### src/rtl/spm_pkg.sv
// Shared definitions for the serial-parallel multiplier sequencer.
// Holds the FSM state encoding, default operand width and multiplier sign-extension.
package spm_pkg;

    localparam int SPM_WIDTH = 8;

    typedef enum logic [1:0] {
        IDLE = 2'd0,
        LOAD = 2'd1,
        RUN  = 2'd2,
        DONE = 2'd3
    } spm_state_e;

    // Sign-extends the low w bits of val to 64 bits; callers truncate to their width.
    function automatic logic [63:0] sign_ext(input logic [63:0] val, input int w);
        logic signed [63:0] tmp;
        tmp = $signed(val << (64 - w));
        return tmp >>> (64 - w);
    endfunction

endpackage

### src/rtl/spm_prod_deser.sv
// PW-bit LSB-first deserialiser for the SPM product stream.
// Latency: one bit per enabled cycle; word complete after PW enabled cycles.
// Backpressure: none; holds its contents while en is low.
module spm_prod_deser #(
    parameter int PW = 16
) (
    input  logic          clk,
    input  logic          rst,
    input  logic          clr,
    input  logic          en,
    input  logic          bit_in,
    output logic [PW-1:0] data
);

    // New bits enter at the MSB so the first bit ends at bit 0 after PW shifts.
    always_ff @(posedge clk) begin
        if (!rst) begin
            data <= '0;
        end else if (clr) begin
            data <= '0;
        end else if (en) begin
            data <= {bit_in, data[PW-1:1]};
        end
    end

endmodule

### src/rtl/spm_seq_ctrl.sv
// Sequencer for the signed WIDTHxWIDTH serial-parallel multiplier.
// Latency: accept cycle to out_valid is 2*WIDTH+2 cycles; issue interval 2*WIDTH+3.
// Backpressure: holds the product in DONE until out_ready; in_ready only in IDLE.
module spm_seq_ctrl
    import spm_pkg::*;
#(
    parameter int WIDTH = SPM_WIDTH
) (
    input  logic                 clk,
    input  logic                 rst,
    input  logic                 in_valid,
    output logic                 in_ready,
    input  logic [WIDTH-1:0]     multiplicand,
    input  logic [WIDTH-1:0]     multiplier,
    output logic [WIDTH-1:0]     mcand_q,
    output logic                 spm_clear,
    output logic                 spm_en,
    input  logic                 spm_prod_bit,
    output logic                 sreg_load,
    output logic                 sreg_shift,
    output logic [2*WIDTH-1:0]   sreg_in,
    output logic [2*WIDTH-1:0]   product,
    output logic                 out_valid,
    input  logic                 out_ready,
    output logic                 busy
);

    localparam int PW    = 2 * WIDTH;
    localparam int CNT_W = $clog2(PW);

    spm_state_e       state;
    spm_state_e       state_nxt;
    logic             accept;
    logic [CNT_W-1:0] cnt;

    assign in_ready = (state == IDLE);
    assign busy     = !in_ready;

    always_ff @(posedge clk) begin
        if (!rst) begin
            state <= IDLE;
        end else begin
            state <= state_nxt;
        end
    end

    always_comb begin
        state_nxt = state;
        accept    = 1'b0;
        case (state)
            IDLE: begin
                if (in_valid) begin
                    state_nxt = LOAD;
                    accept    = 1'b1;
                end
            end
            LOAD: state_nxt = RUN;
            RUN: begin
                if (cnt == CNT_W'(PW - 1)) begin
                    state_nxt = DONE;
                end
            end
            DONE: begin
                if (out_ready) begin
                    state_nxt = IDLE;
                end
            end
            default: state_nxt = IDLE;
        endcase
    end

    // Strobes are registered from the next state so they line up with the state they name.
    always_ff @(posedge clk) begin
        if (!rst) begin
            cnt        <= '0;
            mcand_q    <= '0;
            sreg_in    <= '0;
            out_valid  <= 1'b0;
            spm_en     <= 1'b0;
            spm_clear  <= 1'b0;
            sreg_load  <= 1'b0;
            sreg_shift <= 1'b0;
        end else begin
            if (accept) begin
                mcand_q <= multiplicand;
                sreg_in <= PW'(sign_ext(64'(multiplier), WIDTH));
            end
            if (state == LOAD) begin
                cnt <= '0;
            end else if (state == RUN) begin
                cnt <= cnt + CNT_W'(1);
            end
            sreg_load  <= (state_nxt == LOAD);
            spm_clear  <= (state_nxt == LOAD);
            spm_en     <= (state_nxt == RUN);
            sreg_shift <= (state_nxt == RUN);
            out_valid  <= (state_nxt == DONE);
        end
    end

    spm_prod_deser #(
        .PW (PW)
    ) u_deser (
        .clk    (clk),
        .rst    (rst),
        .clr    (spm_clear),
        .en     (spm_en),
        .bit_in (spm_prod_bit),
        .data   (product)
    );

endmodule

### config.mk
export PLATFORM = sky130hd
export DESIGN_NAME = spm_seq_ctrl
export DESIGN_NICKNAME = d
export VERILOG_FILES = /design/src/rtl/spm_pkg.sv /design/src/rtl/spm_prod_deser.sv /design/src/rtl/spm_seq_ctrl.sv
export SDC_FILE = /design/constraint.sdc
export NUM_CORES = 1
export LEC_CHECK = 0
export CAP_MARGIN = 30
export CORE_MARGIN = 4
export CORE_UTILIZATION = 42
export CTS_CLUSTER_DIAMETER = 100
export DETAILED_ROUTE_END_ITERATION = 12
export PLACE_DENSITY_LB_ADDON = 0.3
export SLEW_MARGIN = 5
export SYNTH_ARGS = -nofsm -noshare
export SYNTH_HDL_FRONTEND = slang
export SYNTH_SLANG_ARGS = --single-unit
export TNS_END_PERCENT = 100
### constraint.sdc
create_clock -name clk -period 1.6 [get_ports clk]
set_clock_uncertainty 0.15 [all_clocks]
set_input_delay 0.32 -clock clk [delete_from_list [all_inputs] [get_ports clk]]
set_output_delay 0.32 -clock clk [all_outputs]
set_load 0.02 [all_outputs]
Word-level counts from Yosys, hierarchy flattened --
Cells that the tools add are included.
Word-level totals: register bits 41, bits of input ports 21, output and inout port bits 47, word-level logic and storage cells 27
Cells by class: add/sub/neg operators 1, eq/ne operators 7, muxes and demuxes 6, bitwise gates (word level) 1, reductions and logical operators 4
Operators by type and width (number):
- == test 2 bit, second input constant | 4
- case mux 2 bit (4 select lines) | 1
- two-way mux 2 bit | 3
- adder 4 x 1 -> 4 bit, second input constant | 1
- == test 2 x 1 -> 1 bit, second input constant | 2
- == test 4 bit, second input constant | 1
- OR reduction 2 bit | 2
- logical NOT 2 bit | 1
- two-way mux 1 bit | 2
- logical NOT 1 bit | 1
- inverter 1 bit | 1

Logic depth before layout (Yosys ltp) --
Gate-level depths: netlist of the first run.
depth after elaboration 4, mapped depth 5, depth with buffers taken out 4

Hierarchy --
Synthesis of the first run repeated with hierarchy kept, for this count alone.
Second synthesis, totals: cell total of the unflattened synthesis 160, area, all modules 1675.4 um2
By module, submodules not included:
- spm_seq_ctrl | instances 1, cells each 107, area an instance 1081.0 um2, seq. area each 500.5 um2
- spm_prod_deser | instances 1, cells each 53, area an instance 594.3 um2, seq. area each 320.3 um2

Worst setup path after synthesis of the first run --
No wires, ideal clock.
path type register -> output, start reg state[1], end out busy, data arrival time 1101 ps, required time 1130 ps, slack 29 ps, cell stages (with the launch flop) 4, buffers on the path 1, cells stage by stage dfxtp_1 buf_2 nor2_1 inv_1
Between the ends: word-level cells in the longest chain between the ends 2
RTL lines:
- from (decl) | RTL line spm_seq_ctrl.sv:31 | spm_state_e state;
- from (signal assigned) | RTL line spm_seq_ctrl.sv:43 | state <= state_nxt;
- logical NOT 2 bit | RTL line spm_seq_ctrl.sv:36 | assign in_ready = (state == IDLE);
- via in_ready | RTL line spm_seq_ctrl.sv:12 | output logic in_ready,
- logical NOT 1 bit | RTL line spm_seq_ctrl.sv:37 | assign busy = !in_ready;
- to (decl) | RTL line spm_seq_ctrl.sv:25 | output logic busy
The timed path passes the listed nets, and every way through them passes these cells.

Worst setup path in the final report of the first run --
start reg sreg_in[7] (netlist name), end out sreg_in[7]
RTL lines:
- to (decl) | RTL line spm_seq_ctrl.sv:21 | output logic [2*WIDTH-1:0] sreg_in,
No word-level cell between the ends.

==> results of run 1 <==
-- how the worst min path moves through the flow --
stage                                   endpoint                         start  cells after the start
floorplan                    state[1]$_SDFF_PN0_                     out_ready                      1
global placement         sreg_in[1]$_SDFFE_PN0P_       sreg_in[1]$_SDFFE_PN0P_                      2
detailed placement  u_deser.data[0]$_SDFFE_PP0P_  u_deser.data[0]$_SDFFE_PP0P_                      2
CTS                 u_deser.data[0]$_SDFFE_PP0P_  u_deser.data[0]$_SDFFE_PP0P_                      2
global route                 cnt[3]$_SDFFE_PP0P_           cnt[3]$_SDFFE_PP0P_                      2
finish              u_deser.data[0]$_SDFFE_PP0P_  u_deser.data[0]$_SDFFE_PP0P_                      2
-- cells in the mapped netlist, types with 2 or more instances --
| cell | count |
|---|---|
| buf_4 | 11 |
| buf_6 | 2 |
| nor2b_1 | 2 |
| a21oi_1 | 2 |
| inv_1 | 2 |
| and2_1 | 2 |
| clkbuf_1 | 3 |
| nand3_1 | 3 |
| a31oi_1 | 2 |
| mux2i_1 | 34 |
| dfxtp_1 | 41 |
| nand2b_1 | 2 |
| nor2_1 | 37 |
| buf_2 | 3 |
-- metal layers --
metal | track usage, % | up-vias | share of wire, %
met5 | 0 | - | 0
met3 | 5.68 | 10 | 9.2
li1 | - | 643 | -
met1 | 15.6 | 596 | 40
met4 | 6.26 | 0 | 1.9
met2 | 25.7 | 63 | 48
-- per-stage QoR --
stage                     hold WS (ns)  TNS (ns)
after floorplan                  0.266         0
after global placement           0.329     -1.80
after detailed placement         0.334     -2.17
after CTS                        0.347         0
after global routing             0.381         0
final                            0.339         0
-- where the power goes --
| part | internal (uW) | leakage [uW] | switching (uW) |
|---|---|---|---|
| Combinational | 192 | 0.000727 | 207 |
| Sequential | 1060 | 0.000334 | 26.2 |
| Clock | 390 | 0.0000542 | 334 |
-- state kept, by name (all words and copies together) (netlist names) --
signal        cells
u_deser.data     16
mcand_q           8
cnt               4
sreg_shift        1
state             2
out_valid         1
sreg_load         1
sreg_in           8
-- timing repair --
item,in CTS,in global routing
gates resized for setup,49,5
setup endpoints to repair,47,11
cloned,0,0
-- area by class of cell --
class | count | area, sq um | share of cell area, %
multi-input cells | 97 | 678 | 28.8
clock buffers | 7 | 96.3 | 4.09
clock inverters | 1 | 5.00 | 0.213
inverters | 2 | 7.51 | 0.319
repair buffers | 76 | 686 | 29.1
flip-flops and latches | 41 | 822 | 34.9
well taps | 48 | 60.1 | 2.55
-- cell usage in the layout (no fill, tap or decap), drive strengths merged, types with 2 or more instances in the layout --
master         count
clkdlybuf4s50     20
and2               2
nand2b             3
buf                9
nor2b              2
inv                2
mux2i             34
a21oi              2
a31oi              2
nor2              37
dlygate4sd2       44
clkbuf             9
nand3              3
dfxtp             41
-- logic make-up (layout without fill, tap and decap cells) --
kind of cell | after synthesis | after routing | share of synthesized area, %
DFF | 41 | 41 | 49.8
and+or+nand+nor | 53 | 53 | 15.6
muxes | 34 | 34 | 20.6
xor gates and xnor gates | 1 | 1 | 0.531
adders and majority gates | 1 | 1 | 0.759
buffers and inverters | 22 | 86 | 9.64
AOI/OAI and AO/OA | 8 | 8 | 3.11
==> results.py, run 1 <==
metrics = {
    "yosys": {
        "async_reset_ff_share_pct": 0,
        "synthCells": 160,
        "synth_flop_cell": "dfxtp_1",
        "synth_seq_cells": 41,
        "synth_top_area_share_pct": 49.8,
        "syn-num-nets": 182,
        "synthTopCellsByArea": "dfxtp_1, mux2i_1, nor2_1",
        "synth.largest_area_cell": "dfxtp_1",
        "synth_area_sq_mm": 0.00165,
        "syn_area_per_cell_sq_um": 10.3,
        "synth-warning-count": 0,
        "seq_area_frac_synth_pct": 49.8,
        "synth_edf_count": 0,
        "synth.distinct_cells": 28,
    },
    "critical_path": {
        "endpoint": "sreg_in[7]",
        "cp_top_family": "flip-flops",
        "regToRegSetupSlack_ns": 0.10,
        "path_max_fanout": 10,
        "r2r_cells": 5,
        "critical_path_class": "reg -> out",
        "critPathLaunchType": "flip-flop",
        "r2r_start": "state[1]$_SDFF_PN0_",
        "end_kind": "output port",
        "critPathBufInv": 1,
        "crit_chain": "dlygate4sd2_1",
        "critPathLaunch": "sreg_in[7]$_SDFFE_PN0P_",
        "worstPathArrival_ns": 1.03,
        "slowest_delay_ns": 0.39,
        "crit_slowest_cell": "dfxtp_2",
        "r2r_end": "sreg_in[1]$_SDFFE_PN0P_",
        "path_depth": 1,
        "required_ns": 1.13,
    },
    "clock_tree": {
        "cts_sinks": 41,
        "cts_setup_buffers": 0,
        "clock_path_buffers": 2,
        "cts_max_level": 2,
        "clkLatencyLatePin_ns": 0.28,
        "cts_buffers": 5,
        "clkTransAtPathRegs_ns": 0.07,
        "cts_root_buf": "clkbuf_8",
        "cts_tree": "built",
        "hold_buffers": 0,
    },
    "route": {
        "wl_mm": 3.63,
        "vias": 1312,
        "viasPerCell": 4.82,
        "first_pass_iters": 4,
        "ant_nets": 0,
        "drtIter0Drc": 33,
        "routedWlPerCell_um": 13.3,
        "drc": 0,
    },
    "timing": {
        "slew_headroom_pct": 84.6,
        "min_period_ns": 1.50,
        "finalHoldViolations": 0,
        "fin_crit_sh_pct": 93.7,
        "max_freq_ghz": 0.667,
        "layout_setup_ws_ns": 0.100,
        "setup_viol": 0,
        "maxSlewViolCount": 0,
        "rsz0062_at_grt": "false",
        "worst_pin_slew_ns": 0.227,
    },
    "placement": {
        "port_buffers": 67,
        "dp_hpwl_mm": 2.77,
        "dp_cells": 264,
        "place_area_sq_mm": 0.00231,
        "pre_cts_slack_ns": -0.173,
        "gp_congestion": 0.734,
    },
    "power_and_ir_drop": {
        "finalPower_uw": 2210,
        "ir_worst_vdd_uv": 652,
        "p_leak_uw": 0.00112,
        "power_density_mw_per_mm2": 939,
    },
    "global_route": {
        "track_usage_pct": 14.6,
        "antenna_found_initial": 0,
        "grt_max_degree": 19,
        "grt_pass1_wl_mm": 5.83,
        "grt_pass1_vias": 1338,
        "grt.overflow.total": 0,
    },
    "final_layout": {
        "layout-drive-gt1-share_pct": 10.3,
        "fin_util_pct": 63.4,
        "nets": 245,
        "antenna_cells": 0,
        "final_cells": 272,
        "syn_to_final_growth_pct": 42.8,
        "fill_cells": 340,
        "final_cell_area_sq_mm": 0.00235,
    },
    "die": {
        "die_height_um": 70.7,
        "io_pins": 68,
        "rows": 22,
        "fp.dieW_um": 70.7,
        "dieArea_sq_mm": 0.00499,
        "start_util_pct": 44.4,
        "core_sq_mm": 0.00372,
    },
    "job": {
        "drv_cap": 0,
    },
    "outcome": {
        "status": "completed",
    },
    "min_path": {
        "hold_path_class": "reg -> reg",
    },
}
Note: power is estimated with default switching activity, not from simulation.
==> inputs of run 2 (changes only) <==
Settings changed: SYNTH_HIERARCHICAL set to 1.
==> run 2 against run 1 <==
Register-to-register slack barely moved. Hold slack improved by 0.0030 ns. Via count is 1.4% lower. Sequential share of layout area fell by 0.29 points. Critical endpoint is now mcand_q[5]$_SDFFE_PN0P_.
==> results.py, run 2 <==
metrics = {
    "yosys": {
        "synth_top_family_by_area": "multiplexers",
        "synth_area_sq_mm": 0.00168,
        "synth.area.mux_share_pct": 20.3,
        "synthCells": 160,
        "synth_seq_cells": 41,
        "synth.distinct_cells": 29,
        "synth.most_common_cell": "dfxtp_1",
        "synthTopCellsByArea": "dfxtp_1, mux2i_1, nor2_1",
        "synth-warning-count": 6,
        "synth_adder_area_share_pct": 0.747,
        "seq_area_frac_synth_pct": 49.0,
        "synth_compound_area_share_pct": 3.06,
        "synth_top_area_share_pct": 49.0,
        "synth-simple-area-share_pct": 15.3,
        "synth.largest_area_cell": "dfxtp_1",
        "syn_area_per_cell_sq_um": 10.5,
        "async_reset_ff_share_pct": 0,
        "syn-num-nets": 182,
        "synth_flop_cell": "dfxtp_1",
        "synth_xor_area_share_pct": 0.523,
        "synth_edf_count": 0,
        "yosys-top-cells-count": "dfxtp_1, nor2_1, mux2i_1",
    },
    "clock_tree": {
        "cts_tree": "built",
        "hold_buffers": 0,
        "clkLatencyLatePin_ns": 0.28,
        "cts_max_level": 2,
        "cts_buffers": 5,
        "cts_setup_buffers": 0,
        "clock_path_buffers": 2,
        "clkTransAtPathRegs_ns": 0.08,
        "cts_sinks": 41,
        "cts_root_buf": "clkbuf_8",
    },
    "min_path": {
        "whs_path_depth": 2,
        "hold_path_class": "reg -> reg",
    },
    "timing": {
        "rsz0062_at_grt": "false",
        "slew_headroom_pct": 79.4,
        "fin_crit_sh_pct": 94.6,
        "finalHoldViolations": 0,
        "setup_tns_ns": 0,
        "setup_viol": 0,
        "min_period_ns": 1.51,
        "worst_pin_slew_ns": 0.309,
        "max_freq_ghz": 0.661,
        "maxSlewViolCount": 0,
    },
    "route": {
        "first_pass_iters": 2,
        "vias": 1294,
        "drc": 0,
        "wl_mm": 3.60,
        "ant_nets": 0,
        "viasPerCell": 4.76,
        "routedWlPerCell_um": 13.2,
        "drtIter0Drc": 46,
    },
    "final_layout": {
        "final_common_cell": "dlygate4sd2_1",
        "mostFrequentLayoutCells": "dlygate4sd2_1, dfxtp_1, nor2_1, mux2i_1, clkdlybuf4s50_1",
        "fill_cells": 302,
        "layout-drive-gt1-share_pct": 10.3,
        "fin_util_pct": 63.0,
        "syn_to_final_growth_pct": 41.7,
        "largest_reg_flops": 16,
        "largest-register": "u_deser/data",
        "antenna_cells": 0,
        "reg.largest.list": "u_deser/data: 16 flops, mcand_q: 8 flops, sreg_in: 8 flops",
        "nets": 245,
    },
    "power_and_ir_drop": {
        "finalPower_uw": 2290,
        "power_density_mw_per_mm2": 965,
        "p_sw_share_pct": 25.0,
        "power.switching_uw": 573,
        "p_leak_uw": 0.00111,
        "seqPwrFrac_pct": 47.4,
        "power_frac_comb_pct": 17.3,
        "clockPowerShare_pct": 35.3,
        "ir_worst_vdd_uv": 663,
        "internal_power_uw": 1720,
    },
    "global_route": {
        "track_usage_pct": 14.7,
        "grt_pass1_vias": 1306,
        "antenna_found_initial": 0,
        "grt.overflow.total": 0,
        "grt_pass1_wl_mm": 6.00,
        "grt_max_degree": 19,
    },
    "critical_path": {
        "critPathLaunchType": "flip-flop",
        "end_kind": "flip-flop",
        "regToRegSetupSlack_ns": 0.09,
        "critical_path_class": "reg -> reg",
        "required_ns": 1.63,
        "r2r_cells": 5,
        "path_max_fanout": 18,
        "worstPathArrival_ns": 1.54,
    },
    "placement": {
        "dp_hpwl_mm": 2.75,
        "gp_congestion": 0.688,
        "port_buffers": 67,
    },
    "die": {
        "core_sq_mm": 0.00377,
        "io_pins": 68,
        "rows": 22,
        "fp.dieW_um": 71.2,
        "start_util_pct": 44.4,
        "dieArea_sq_mm": 0.00506,
        "die_height_um": 71.2,
    },
    "job": {
        "drv_cap": 0,
    },
    "outcome": {
        "status": "completed",
    },
}
run 2: cell counts after synthesis:
No cell type changed its count.
run 2: area by class of cell:
type	instances	area (sq um)	area share, %
Timing Repair Buffer	76	691	29.1
Clock buffer	6	72.6	3.06
Clock inverter	2	38.8	1.63
Inverter	2	7.51	0.316
Tap cell	48	60.1	2.53
Multi-Input combinational cell	97	683	28.8
Sequential cell	41	822	34.6
run 2: logic make-up after synthesis:
group / count (synthesis)
AND/OR/NAND/NOR: 53
flip-flops: 41
XOR/XNOR: 1
AO/OA/AOI/OAI: 8
adder cells (fa/ha/maj): 1
buffers and inverters: 22
multiplexers: 34
run 2: worst paths after layout:
path / endpoint / start
worst max-delay path: mcand_q[5]$_SDFFE_PN0P_ / state[1]$_SDFF_PN0_
worst min-delay path: mcand_q[2]$_SDFFE_PN0P_ / mcand_q[2]$_SDFFE_PN0P_
worst max register to register: mcand_q[5]$_SDFFE_PN0P_ / state[1]$_SDFF_PN0_
worst min register to register: mcand_q[2]$_SDFFE_PN0P_ / mcand_q[2]$_SDFFE_PN0P_
run 2: power by group through the flow:
| stage | clock, uW | sequential (uW) | combinational (uW) |
|---|---|---|---|
| after detailed placement | 0 | 1110 | 435 |
| final | 808 | 1090 | 397 |
| after CTS | 834 | 1090 | 401 |
| after floorplan | 0 | 1150 | 234 |
| after global routing | 886 | 1090 | 427 |
| after global placement | 0 | 1110 | 426 |
run 2: routing by layer:
layer  vias up  routed length, um  GRT usage [%]
li1        648                  -              -
met1       594               1530           17.4
met2        44               1790           24.7
met3         8                220           5.40
met4         0                 52           4.38
met5         -                  0              0
run 2: worst max-delay path, cell delays in order, from the launching register on:
cell,delay (ns)
dfxtp_1,0.34
buf_4,0.19
nor3b_4,0.24
buf_12,0.20
mux2i_1,0.22
nor2_1,0.07
run 2: stage by stage:
step,hold slack [ns],instances,setup WS [ns],area [sq um]
2_1_floorplan,0.266,160,0.0291,1680
3_3_place_gp,0.326,264,-0.102,2310
3_5_place_dp,0.335,264,-0.189,2310
4_1_cts,0.351,272,0.00207,2380
5_1_grt,0.372,272,0.0136,2370
6_report,0.342,272,0.0867,2370
run 2: timing repair:
item / 4_1_cts / 5_1_grt
resized for setup: 56 / 4
endpoints found under the setup margin: 47 / 4
cloned: 0 / 0
==> inputs of run 3 (changes only) <==
Settings changed: SLEW_MARGIN 5 to 25, TNS_END_PERCENT 100 to 1.
==> run 3 against run 2 <==
Global-route usage stayed put. Combinational power hardly changed. Count of clock-buffer cells in the layout stayed put. Total power hardly changed. Critical path type unchanged. Critical endpoint unchanged.
==> results.py, run 3 (synthesized netlist as in run 2, its figures left out) <==
metrics = {
    "outcome": {
        "status": "completed",
    },
    "timing": {
        "rsz0062_at_grt": "false",
        "worst_hold_slack_ns": 0.342,
        "finalHoldViolations": 0,
        "fin_crit_sh_pct": 95.6,
        "layout_setup_ws_ns": 0.0710,
        "setup_viol": 0,
        "min_period_ns": 1.53,
        "maxSlewViolCount": 0,
        "slew_headroom_pct": 79.7,
        "max_freq_ghz": 0.654,
        "worst_pin_slew_ns": 0.304,
    },
    "power_and_ir_drop": {
        "power_density_mw_per_mm2": 968,
        "p_leak_uw": 0.00112,
        "ir_worst_vdd_uv": 663,
        "finalPower_uw": 2290,
    },
    "final_layout": {
        "fill_cells": 304,
        "syn_to_final_growth_pct": 41.4,
        "final_common_cell": "dlygate4sd2_1",
        "reg.largest.list": "u_deser/data: 16 flops, mcand_q: 8 flops, sreg_in: 8 flops",
        "largest_reg_flops": 16,
        "layout-drive-gt1-share_pct": 9.82,
        "fin_util_pct": 62.8,
        "nets": 245,
        "mostFrequentLayoutCells": "dlygate4sd2_1, dfxtp_1, nor2_1, mux2i_1, clkdlybuf4s50_1",
        "antenna_cells": 0,
        "multi_input_area_sq_um": 683,
        "largest-register": "u_deser/data",
        "ff_latch_area_sq_um": 822,
    },
    "route": {
        "first_pass_iters": 2,
        "wl_mm": 3.60,
        "drc": 0,
        "routedWlPerCell_um": 13.3,
        "drtIter0Drc": 49,
        "ant_nets": 0,
        "viasPerCell": 4.74,
        "vias": 1288,
    },
    "critical_path": {
        "slowest_delay_ns": 0.35,
        "crit_chain": "buf_4 -> nor3b_4 -> buf_12 -> mux2i_1 -> nor2_1",
        "cp_top_family": "buffers and inverters",
        "path_max_fanout": 18,
        "critPathLaunchType": "flip-flop",
        "critical_path_class": "reg -> reg",
        "worstPathArrival_ns": 1.56,
        "end_kind": "flip-flop",
        "required_ns": 1.63,
        "crit_slowest_cell": "dfxtp_1",
        "critPathBufInv": 2,
    },
    "clock_tree": {
        "clkTransAtPathRegs_ns": 0.08,
        "cts_tree": "built",
        "cts_sinks": 41,
        "cts_max_level": 2,
        "clock_path_buffers": 2,
        "cts_root_buf": "clkbuf_8",
        "clkLatencyLatePin_ns": 0.28,
        "cts_buffers": 5,
    },
    "global_route": {
        "antenna_found_initial": 0,
        "grt.overflow.total": 0,
        "track_usage_pct": 14.7,
        "grt_max_degree": 19,
        "grt_pass1_wl_mm": 6.00,
        "grt_pass1_vias": 1325,
    },
    "job": {
        "drv_cap": 0,
    },
    "placement": {
        "gp_congestion": 0.688,
        "pre_cts_slack_ns": -0.189,
        "port_buffers": 67,
        "dp_hpwl_mm": 2.75,
    },
    "die": {
        "io_pins": 68,
        "fp.dieW_um": 71.2,
        "die_height_um": 71.2,
        "start_util_pct": 44.4,
        "rows": 22,
        "core_sq_mm": 0.00377,
        "dieArea_sq_mm": 0.00506,
    },
    "min_path": {
        "hold_path_class": "reg -> reg",
    },
}
[run 3: cell count changes in the layout (fill, tap and decap cells not counted)]
cell,previous run,this run
clkdlybuf4s15_1,3,0
clkdlybuf4s15_2,1,0
dlygate4sd2_1,41,45
[run 3: what timing repair did]
action                     in CTS  in global routing
setup endpoints to repair      47                 11
buffers inserted                0                  0
hold buffers                    0                  0
gates resized for setup        48                  7
[run 3: stage by stage]
step           cells  instance area, sq um  TNS, ns
6_report         272                  2370        0
5_1_grt          272                  2370        0
4_1_cts          272                  2360   -0.124
3_5_place_dp     264                  2310    -2.75
3_3_place_gp     264                  2310    -1.51
2_1_floorplan    160                  1680        0
[run 3: final timing paths]
check | cells after the start | slack, ns | from | to
worst max register to register | 5 | 0.07 | state[1]$_SDFF_PN0_ | mcand_q[5]$_SDFFE_PN0P_
worst min-delay path | 2 | 0.34 | mcand_q[2]$_SDFFE_PN0P_ | mcand_q[2]$_SDFFE_PN0P_
worst min register to register | 2 | 0.34 | mcand_q[2]$_SDFFE_PN0P_ | mcand_q[2]$_SDFFE_PN0P_
worst max-delay path | 5 | 0.07 | state[1]$_SDFF_PN0_ | mcand_q[5]$_SDFFE_PN0P_
[run 3: area by class of cell]
type	count	share of cell area, %
flip-flops and latches	41	34.7
clock inverters	2	1.64
clock buffers	6	3.06
inverters	2	0.317
well taps	48	2.54
repair buffers	76	28.9
multi-input cells	97	28.8
[run 3: tightest hold or removal path, delay by kind of cell (launching register included)]
kind / cells / cell delay, ns
simple gates: 1 / 0.07
mux: 1 / 0.06
flops: 1 / 0.33
[run 3: power by group]
part	internal [uW]	switching, uW
Clock	468	342
Combinational	190	206
Sequential	1060	26.8
Total	1720	575
[run 3: routing by layer]
metal,vias up,track usage (%),wire length [um]
li1,648,-,-
met5,-,0,0
met3,6,5.40,218
met1,592,17.4,1560
met2,42,24.6,1790
met4,0,4.59,37
